`src/rtl/branch_resolve_queue_if.sv`:
```
// rtl/branch_resolve_queue_if.sv - dispatch, resolve, training and flush signals of the branch resolve queue
interface branch_resolve_queue_if #(
  parameter int AW = 32,
  parameter int TW = 3
);
  logic          disp_brq_en_in;
  logic [AW-1:0] disp_brq_pc_in;
  logic          disp_brq_taken_in;
  logic [AW-1:0] disp_brq_target_in;
  logic [TW-1:0] brq_disp_tag_out;
  logic          brq_disp_full_out;
  logic          alu_brq_en_in;
  logic [TW-1:0] alu_brq_tag_in;
  logic          alu_brq_taken_in;
  logic [AW-1:0] alu_brq_target_in;
  logic          brq_bp_en_out;
  logic          brq_bp_correct_out;
  logic [AW-1:0] brq_bp_pc_out;
  logic          brq_flush_out;
  logic [AW-1:0] brq_flush_pc_out;

  modport slave (
    input  disp_brq_en_in, disp_brq_pc_in, disp_brq_taken_in, disp_brq_target_in,
    input  alu_brq_en_in, alu_brq_tag_in, alu_brq_taken_in, alu_brq_target_in,
    output brq_disp_tag_out, brq_disp_full_out,
    output brq_bp_en_out, brq_bp_correct_out, brq_bp_pc_out,
    output brq_flush_out, brq_flush_pc_out
  );

  modport master (
    output disp_brq_en_in, disp_brq_pc_in, disp_brq_taken_in, disp_brq_target_in,
    output alu_brq_en_in, alu_brq_tag_in, alu_brq_taken_in, alu_brq_target_in,
    input  brq_disp_tag_out, brq_disp_full_out,
    input  brq_bp_en_out, brq_bp_correct_out, brq_bp_pc_out,
    input  brq_flush_out, brq_flush_pc_out
  );
endinterface

```
`src/rtl/branch_resolve_queue.sv`:
```
// rtl/branch_resolve_queue.sv - in-order branch tracker with out-of-order resolution, predictor training and flush
module branch_resolve_queue #(
  parameter int DEPTH = 8,
  parameter int AW    = 32,
  parameter int TW    = $clog2(DEPTH)
) (
  input logic                   clk_in,
  input logic                   rst_in,
  input logic                   rdy_in,
  branch_resolve_queue_if.slave brq
);
  localparam logic [TW:0] FULL_COUNT = (TW+1)'(DEPTH);

  logic [DEPTH-1:0] valid;
  logic [DEPTH-1:0] resolved;
  logic [DEPTH-1:0] pred_taken;
  logic [DEPTH-1:0] act_taken;
  logic [AW-1:0]    pc_mem          [DEPTH];
  logic [AW-1:0]    pred_target_mem [DEPTH];
  logic [AW-1:0]    act_target_mem  [DEPTH];
  logic [TW-1:0]    head;
  logic [TW-1:0]    tail;
  logic [TW:0]      count;

  logic          bp_en_q;
  logic          bp_correct_q;
  logic [AW-1:0] bp_pc_q;
  logic          flush_q;
  logic [AW-1:0] flush_pc_q;

  logic          full;
  logic          do_alloc;
  logic          do_resolve;
  logic          do_retire;
  logic          mispredict;
  logic [AW-1:0] head_pc;
  logic [AW-1:0] seq_pc;
  logic [AW-1:0] pred_npc;
  logic [AW-1:0] act_npc;

  // Retire decisions use only registered state, so a resolve lands one edge before its retire.
  always_comb begin
    full       = (count == FULL_COUNT);
    do_alloc   = rdy_in && brq.disp_brq_en_in && !full;
    do_resolve = rdy_in && brq.alu_brq_en_in && valid[brq.alu_brq_tag_in];
    do_retire  = rdy_in && valid[head] && resolved[head];
    head_pc    = pc_mem[head];
    seq_pc     = head_pc + AW'(4);
    pred_npc   = pred_taken[head] ? pred_target_mem[head] : seq_pc;
    act_npc    = act_taken[head]  ? act_target_mem[head]  : seq_pc;
    mispredict = do_retire && (pred_npc != act_npc);
  end

  always_ff @(posedge clk_in) begin
    if (!rst_in) begin
      valid        <= '0;
      resolved     <= '0;
      head         <= '0;
      tail         <= '0;
      count        <= '0;
      bp_en_q      <= 1'b0;
      bp_correct_q <= 1'b0;
      bp_pc_q      <= '0;
      flush_q      <= 1'b0;
      flush_pc_q   <= '0;
    end else if (!rdy_in) begin
      bp_en_q <= 1'b0;
      flush_q <= 1'b0;
    end else begin
      bp_en_q <= do_retire;
      flush_q <= mispredict;
      if (do_retire) begin
        bp_correct_q <= (pred_taken[head] == act_taken[head]);
        bp_pc_q      <= head_pc;
      end
      if (mispredict) begin
        // Redirect wins over any allocation or resolution arriving this cycle.
        flush_pc_q <= act_npc;
        valid      <= '0;
        head       <= '0;
        tail       <= '0;
        count      <= '0;
      end else begin
        if (do_alloc) begin
          valid[tail]           <= 1'b1;
          resolved[tail]        <= 1'b0;
          pc_mem[tail]          <= brq.disp_brq_pc_in;
          pred_taken[tail]      <= brq.disp_brq_taken_in;
          pred_target_mem[tail] <= brq.disp_brq_target_in;
          tail                  <= tail + TW'(1);
        end
        if (do_resolve) begin
          resolved[brq.alu_brq_tag_in]       <= 1'b1;
          act_taken[brq.alu_brq_tag_in]      <= brq.alu_brq_taken_in;
          act_target_mem[brq.alu_brq_tag_in] <= brq.alu_brq_target_in;
        end
        if (do_retire) begin
          valid[head] <= 1'b0;
          head        <= head + TW'(1);
        end
        case ({do_alloc, do_retire})
          2'b10:   count <= count + (TW+1)'(1);
          2'b01:   count <= count - (TW+1)'(1);
          default: count <= count;
        endcase
      end
    end
  end

  assign brq.brq_disp_tag_out   = tail;
  assign brq.brq_disp_full_out  = full;
  assign brq.brq_bp_en_out      = bp_en_q;
  assign brq.brq_bp_correct_out = bp_correct_q;
  assign brq.brq_bp_pc_out      = bp_pc_q;
  assign brq.brq_flush_out      = flush_q;
  assign brq.brq_flush_pc_out   = flush_pc_q;
endmodule

```
`src/flat_wrapper.sv`:
```
// flat-port wrapper written by rule: the top's interface ports become plain ports
module branch_resolve_queue_flat 
#(
  parameter int DEPTH = 8,
  parameter int AW    = 32,
  parameter int TW    = $clog2(DEPTH)
)
  (clk_in, rst_in, rdy_in, brq_disp_brq_en_in, brq_disp_brq_pc_in, brq_disp_brq_taken_in, brq_disp_brq_target_in, brq_alu_brq_en_in, brq_alu_brq_tag_in, brq_alu_brq_taken_in, brq_alu_brq_target_in, brq_brq_disp_tag_out, brq_brq_disp_full_out, brq_brq_bp_en_out, brq_brq_bp_correct_out, brq_brq_bp_pc_out, brq_brq_flush_out, brq_brq_flush_pc_out);
  branch_resolve_queue_if #(.AW(AW), .TW(TW)) brq_i ();
  input logic clk_in;
  input logic rst_in;
  input logic rdy_in;
  input wire logic [$bits(brq_i.disp_brq_en_in)-1:0] brq_disp_brq_en_in;
  input wire logic [$bits(brq_i.disp_brq_pc_in)-1:0] brq_disp_brq_pc_in;
  input wire logic [$bits(brq_i.disp_brq_taken_in)-1:0] brq_disp_brq_taken_in;
  input wire logic [$bits(brq_i.disp_brq_target_in)-1:0] brq_disp_brq_target_in;
  input wire logic [$bits(brq_i.alu_brq_en_in)-1:0] brq_alu_brq_en_in;
  input wire logic [$bits(brq_i.alu_brq_tag_in)-1:0] brq_alu_brq_tag_in;
  input wire logic [$bits(brq_i.alu_brq_taken_in)-1:0] brq_alu_brq_taken_in;
  input wire logic [$bits(brq_i.alu_brq_target_in)-1:0] brq_alu_brq_target_in;
  output wire logic [$bits(brq_i.brq_disp_tag_out)-1:0] brq_brq_disp_tag_out;
  output wire logic [$bits(brq_i.brq_disp_full_out)-1:0] brq_brq_disp_full_out;
  output wire logic [$bits(brq_i.brq_bp_en_out)-1:0] brq_brq_bp_en_out;
  output wire logic [$bits(brq_i.brq_bp_correct_out)-1:0] brq_brq_bp_correct_out;
  output wire logic [$bits(brq_i.brq_bp_pc_out)-1:0] brq_brq_bp_pc_out;
  output wire logic [$bits(brq_i.brq_flush_out)-1:0] brq_brq_flush_out;
  output wire logic [$bits(brq_i.brq_flush_pc_out)-1:0] brq_brq_flush_pc_out;
  assign brq_i.disp_brq_en_in = brq_disp_brq_en_in;
  assign brq_i.disp_brq_pc_in = brq_disp_brq_pc_in;
  assign brq_i.disp_brq_taken_in = brq_disp_brq_taken_in;
  assign brq_i.disp_brq_target_in = brq_disp_brq_target_in;
  assign brq_i.alu_brq_en_in = brq_alu_brq_en_in;
  assign brq_i.alu_brq_tag_in = brq_alu_brq_tag_in;
  assign brq_i.alu_brq_taken_in = brq_alu_brq_taken_in;
  assign brq_i.alu_brq_target_in = brq_alu_brq_target_in;
  assign brq_brq_disp_tag_out = brq_i.brq_disp_tag_out;
  assign brq_brq_disp_full_out = brq_i.brq_disp_full_out;
  assign brq_brq_bp_en_out = brq_i.brq_bp_en_out;
  assign brq_brq_bp_correct_out = brq_i.brq_bp_correct_out;
  assign brq_brq_bp_pc_out = brq_i.brq_bp_pc_out;
  assign brq_brq_flush_out = brq_i.brq_flush_out;
  assign brq_brq_flush_pc_out = brq_i.brq_flush_pc_out;
  branch_resolve_queue #(.DEPTH(DEPTH), .AW(AW), .TW(TW)) u_core (.clk_in(clk_in), .rst_in(rst_in), .rdy_in(rdy_in), .brq(brq_i));
endmodule
```
`config.mk`:
```
export PLATFORM = sky130hd
export DESIGN_NAME = branch_resolve_queue_flat
export DESIGN_NICKNAME = d
export VERILOG_FILES = /design/src/rtl/branch_resolve_queue_if.sv /design/src/rtl/branch_resolve_queue.sv /design/src/flat_wrapper.sv
export SDC_FILE = /design/constraint.sdc
export NUM_CORES = 1
export LEC_CHECK = 0
export CORE_MARGIN = 5
export CORE_UTILIZATION = 45
export CTS_BUF_LIST = sky130_fd_sc_hd__clkbuf_4 sky130_fd_sc_hd__clkbuf_8
export DETAILED_ROUTE_END_ITERATION = 8
export HOLD_SLACK_MARGIN = 0.08
export PLACE_DENSITY = 0.69
export SLEW_MARGIN = 10
export SYNTH_ARGS = -nofsm -noshare
export SYNTH_HDL_FRONTEND = slang
export SYNTH_SLANG_ARGS = --single-unit
export TNS_END_PERCENT = 10
```
`constraint.sdc`:
```
create_clock -name clk_in -period 16.8 [get_ports clk_in]
set_input_delay 4.2 -clock clk_in [delete_from_list [all_inputs] [get_ports clk_in]]
set_output_delay 4.2 -clock clk_in [all_outputs]
set_load 0.05 [all_outputs]
```
# After elaboration in Yosys (flattened, before gate mapping)
# Memories as Yosys holds them, arrays and structs flattened. A register that Yosys moved wholly into a read port is not among the register bits.
# Cells that the tools add are included.
dict set report totals {
  ram_bits 768
  wordCells 114
  output_inout_bits 71
  inputBits 106
  mem_count 3
  regBits 109
}
# name depth word_bits read_ports rd_clocked_by_memory_dff write_ports line
set memory_table {}
lappend memory_table {u_core.act_target_mem 8 32 1 1 1 branch_resolve_queue.sv:20} ;# logic [AW-1:0] act_target_mem [DEPTH];
lappend memory_table {u_core.pc_mem 8 32 1 1 1 branch_resolve_queue.sv:18} ;# logic [AW-1:0] pc_mem [DEPTH];
lappend memory_table {u_core.pred_target_mem 8 32 1 1 1 branch_resolve_queue.sv:19} ;# logic [AW-1:0] pred_target_mem [DEPTH];
dict set report op_classes {
  n_eq_ne 5
  reduce_logical 23
  bitwise_logic 7
  n_lt_le_gt_ge 6
  add_sub_neg 5
  muxes 53
}
# op n
set op_table {}
lappend op_table {{$mux 8} 11}
lappend op_table {{$mux 32} 2}
lappend op_table {{$add 32x3->32 const B} 1}
lappend op_table {{$ne 32x32->1} 1}
lappend op_table {{$mux 3} 10}
lappend op_table {{$mux 1} 18}
lappend op_table {{$and 8x8->8} 2}
lappend op_table {{$bwmux 8} 2}
lappend op_table {{$not 8->8} 2}
lappend op_table {{$or 8x8->8} 2}
lappend op_table {{$bmux 1 s3} 5}
lappend op_table {{$reduce_and 2->1} 7}
lappend op_table {{$lt 3x4->1 const B} 3}
lappend op_table {{$logic_and 1x1->1} 10}
lappend op_table {{$demux 1 s3} 3}
lappend op_table {{$ge 3x1->1 const B} 3}
lappend op_table {{$pmux 4 s2} 1}
lappend op_table {{$reduce_and 4->1} 2}
lappend op_table {{$add 3x1->3 const B} 2}
lappend op_table {{$add 4x1->4 const B} 1}
lappend op_table {{$eq 4x4->1 const B} 1}
lappend op_table {{$mux 4} 1}
lappend op_table {{$reduce_bool 2->1} 2}
lappend op_table {{$sub 4x1->4 const B} 1}
lappend op_table {{6 further kinds} 6}

# Depth between registers and ports, before layout
dict set report logic_depth {
  depth_word 12
  ltp_mapped 23
  ltp_nobuf 15
}

# Worst setup path before layout
# Ideal clock, no wire load.
dict set report synth_timing {
  path_type {in2reg}
  startpoint {input port rdy_in}
  endpoint {memory u_core.pc_mem[3][0] (enable)}
  setup_ps 565
  required_time_ps 16235
  t_arrival_ps 9549
  slack_ps 6686
  path_buffers 4
  path_stages 9
  path_cell_list {and2_1 -> clkbuf_1 -> inv_1 -> a31o_1 -> buf_6 -> nand2_2 -> buf_6 -> buf_6 -> nor3_1}
}
dict set report synth_via {
  elab_chain_len 7
  word_cells_on_any_way 10
  classes_between {mux: 5; reduce/logical: 5}
}
# item line
set synth_lines {}
lappend synth_lines {{start, declared} flat_wrapper.sv:12} ;# input logic rdy_in;
lappend synth_lines {{$logic_and 1x1->1 (on tied branches) (2 in a row)} {branch_resolve_queue.sv:44, branch_resolve_queue.sv:46}}
lappend synth_lines {{$mux 1 or $logic_and 1x1->1 (tied branches)} {branch_resolve_queue.sv:84, branch_resolve_queue.sv:51}}
lappend synth_lines {{$mux 1} branch_resolve_queue.sv:76} ;# if (mispredict) begin
lappend synth_lines {{$mux 1 *} branch_resolve_queue.sv:66} ;# end else if (!rdy_in) begin
lappend synth_lines {{$mux 1 *} branch_resolve_queue.sv:55} ;# if (!rst_in) begin
lappend synth_lines {{$mux 1 (implied by the code) *} branch_resolve_queue.sv:87} ;# pc_mem[tail] <= brq.disp_brq_pc_in;
lappend synth_lines {{end, declared} branch_resolve_queue.sv:18}
# Mark *: on every way between the ends. The rest lies on a longest branch, timed or not.

==> impl_metrics.tcl <==
set metrics [dict create \
    dpl_cell_area_sq_um 39800 \
    slowest_stage "sky130_fd_sc_hd__nor3_4" \
    hp-start "u_core.brq.brq_flush_pc_out[18]$_SDFFE_PN0P_" \
    post-route-period-util_pct 49.7 \
    post-place-ws_ns 8.36 \
    synth.yosys.seq_area_share_pct 68.9 \
    r2r_setup_slack_ns 8.46 \
    asyncSetResetFlopFracSynth_pct 0 \
    hold_ws_ns 0.459 \
    number_of_synthesized_flops_with_an_enable_pin 784 \
    postSynth.topFlopCell "sky130_fd_sc_hd__edfxtp_1" \
    grt_pass1_wl_mm 142 \
    gp_congestion 0.906 \
    netlist.top_cell.by_area "sky130_fd_sc_hd__edfxtp_1" \
    crit_path_time_final_ns 8.34 \
    initial_core_utilization_pct 45.2 \
    buffer_levels_on_the_longest_clock_path 3 \
    io_buffers 176 \
    num_vias 20600 \
    drive_above_1_share_pct 23.1 \
    worst_ir_drop_on_vdd_uv 68.7 \
    design.final.nets 2457 \
    syn_avg_cell_area_sq_um 17.7 \
    drv.max_cap_violation_count 0 \
    grt_remaining_overflow 0 \
    fin_area_sq_um 42700 \
    ys_warn_count 0 \
    maximum_number_of_pins_on_one_net_before_global_route_repair 84 \
    drt-initial-drc-count 1737 \
    timing.final.hold_violations 0 \
    ctsResizeCount 0 \
    rsz0062_at_grt "false" \
    worst-r2r-cell-count 14 \
    wl_per_cell_um 27.6 \
    critical_path_class "register to register" \
    cts.clk_slew.worst_paths_ns 0.06 \
    cts_sinks 880 \
    end_kind "register" \
    layout_setup_ws_ns 8.46 \
    coreArea_sq_um 81700 \
    crit_chain "buf_4 -> mux4_2 -> mux2_2 -> and4bb_1 -> nand4_1 -> o21ai_0 -> a31o_1 -> xnor2_1 -> nand4_1 -> nor4_2 -> a31o_2 -> nand2_2 -> nor3_4 -> buf_4" \
    clkLatencyLatePin_ns 0.80 \
    library_cell_with_the_highest_instance_count_after_synthesis "sky130_fd_sc_hd__edfxtp_1" \
    clockRootBuffer "sky130_fd_sc_hd__clkbuf_8" \
    rows 105 \
    setup_violations 0 \
    io_pins 177 \
    postSynthRegisterBits 880 \
    die-area_sq_um 88000 \
    critPathMaxFanout 49 \
    timing.critical_path.required_ns 17.19 \
    synth_top_cells_by_area "sky130_fd_sc_hd__edfxtp_1, sky130_fd_sc_hd__mux4_2, sky130_fd_sc_hd__dfxtp_1" \
    hold_path_end "u_core.brq.brq_flush_pc_out[18]$_SDFFE_PN0P_" \
    net_count_after_synthesis 2201 \
    synthDistinctLibCells 93 \
    cts_setup_buffers 0 \
    cts_tree "built" \
    first_pass_iters 6 \
    synthDominantCellAreaShare_pct 63.7 \
    cpPeakStageDelay_ns 0.95 \
    postRouteWirelength_mm 97.3 \
    worstMarginPinSlew_ns 1.18 \
    numPlacedInstances 3270 \
    slew_headroom_pct 21.5 \
    max_clock_freq_ghz 0.120 \
    ctsHtreeMaxLevel 4 \
    leakage_power_total_nw 12.9 \
    rr_endpoint "u_core.pc_mem[2][6]$_DFFE_PP_" \
    avgViaCountPerCell 5.85 \
    drc 0 \
    die-width_um 297 \
    postCtsHoldBufs 0 \
    timing.critical_path.from_type "register" \
    gr-usage-all-layers_pct 22.2 \
    clock-skew-final_ns 0.0506 \
    totalNegativeSetupSlack_ns 0 \
    hold_path.class "register to register" \
    run_status "finished, final reports clean" \
    final_max_slew_viol_count 0 \
    dp_hpwl_mm 63.9 \
    total_cts_buffers 142 \
    mappedNetlistArea_sq_um 37000 \
    first_global_vias 21000 \
    synth_cells 2088 \
    synthToLayoutAreaGrowth_pct 15.5 \
    antenna_violations_before_repair 11 \
    chipHeight_um 297 \
    synthTopCellsByCount "sky130_fd_sc_hd__edfxtp_1, sky130_fd_sc_hd__mux4_2, sky130_fd_sc_hd__mux2i_1" \
    route.antenna.remaining_nets 0 \
    power-per-cell-area_nw_per_um2 102 \
    timing.hold.worst_path_depth 2 \
    crit_arrival_ns 8.73 \
    final_cell_count_no_fill 3525 \
]
## layout make-up
| class | count | area (sq um) |
|---|---|---|
| flip-flops and latches | 880 | 25500 |
| well taps | 1070 | 1340 |
| clock buffers | 207 | 2500 |
| fillers | 6513 | 39000 |
| multi-input cells | 1069 | 10700 |
| clock inverters | 44 | 342 |
| repair buffers | 237 | 2230 |
| diodes | 4 | 10.0 |
| inverters | 14 | 52.6 |
## how the worst max path moves through the flow
stage	end	start	slack, ns	cells past startpoint
2_1_floorplan	u_core.pc_mem[3][0]$_DFFE_PP_	rdy_in	6.69	9
3_3_place_gp	u_core.pc_mem[2][16]$_DFFE_PP_	rdy_in	8.49	8
3_5_place_dp	u_core.pred_target_mem[2][18]$_DFFE_PP_	rdy_in	8.36	8
4_1_cts	u_core.pred_target_mem[2][9]$_DFFE_PP_	register	8.41	14
5_1_grt	u_core.pc_mem[2][17]$_DFFE_PP_	register	7.93	14
6_report	u_core.pc_mem[2][6]$_DFFE_PP_	register	8.46	14
## metrics by stage
stage | power, mW | utilization [%]
floorplan | 2.49 | -
global placement | 2.55 | 48.7
detailed placement | 2.56 | 48.7
CTS | 4.38 | 52.2
global route | 4.50 | 52.2
finish | 4.35 | 52.2
## cells by family after synthesis
family | synth area share (%)
adder cells (fa/ha/maj) | 0.257
multiplexers | 15.7
AND/OR/NAND/NOR | 5.95
AO/OA/AOI/OAI | 4.20
buffers and inverters | 2.39
XOR/XNOR | 2.57
flip-flops | 68.9
## placed cells by master (no fill, tap or decap), types with 45 or more instances in the layout
cell type / instances
sky130_fd_sc_hd__edfxtp_1: 784
sky130_fd_sc_hd__xnor2_1: 63
sky130_fd_sc_hd__mux2i_1: 116
sky130_fd_sc_hd__dfxtp_1: 93
sky130_fd_sc_hd__a211oi_1: 45
sky130_fd_sc_hd__mux4_2: 190
sky130_fd_sc_hd__clkbuf_8: 151
sky130_fd_sc_hd__nand2_1: 81
sky130_fd_sc_hd__buf_4: 60
sky130_fd_sc_hd__nor2_1: 115
sky130_fd_sc_hd__clkbuf_4: 56
sky130_fd_sc_hd__clkdlybuf4s50_1: 176
## power breakdown
group          total, mW  switching (mW)  internal, mW
logic              0.121          0.0766        0.0440
clock network       1.83           0.816          1.02
registers           2.39         0.00318          2.39
## flip-flops by register name, indices dropped and copies added, names as in the netlist, 3 cells and up, named ones only
name and cells:
u_core.act_target_mem 256, u_core.pc_mem 256, u_core.pred_target_mem 256, u_core.brq.brq_bp_pc_out 32, u_core.brq.brq_flush_pc_out 32, u_core.act_taken 8, u_core.pred_taken 8, u_core.resolved 8
u_core.valid 8, u_core.count 4, u_core.brq.brq_disp_tag_out 3, u_core.head 3
## critical path, delay by kind of cell, from the launching register on
family	cells	cell delay [ns]
and+or+nand+nor	6	3.07
AOI/OAI and AO/OA	3	1.56
buffers and inverters	2	1.47
DFF	1	0.88
muxes	2	0.60
xor gates and xnor gates	1	0.20
## routing by layer
layer | global-route usage [%] | routed length, um | part of all wire, %
met1 | 31.0 | 40900 | 42
met3 | 7.18 | 8970 | 9.2
met2 | 33.6 | 44500 | 46
met5 | 0 | 90 | 0.092
met4 | 7.18 | 2990 | 3.1
Power figures use the tool's default switching activity.
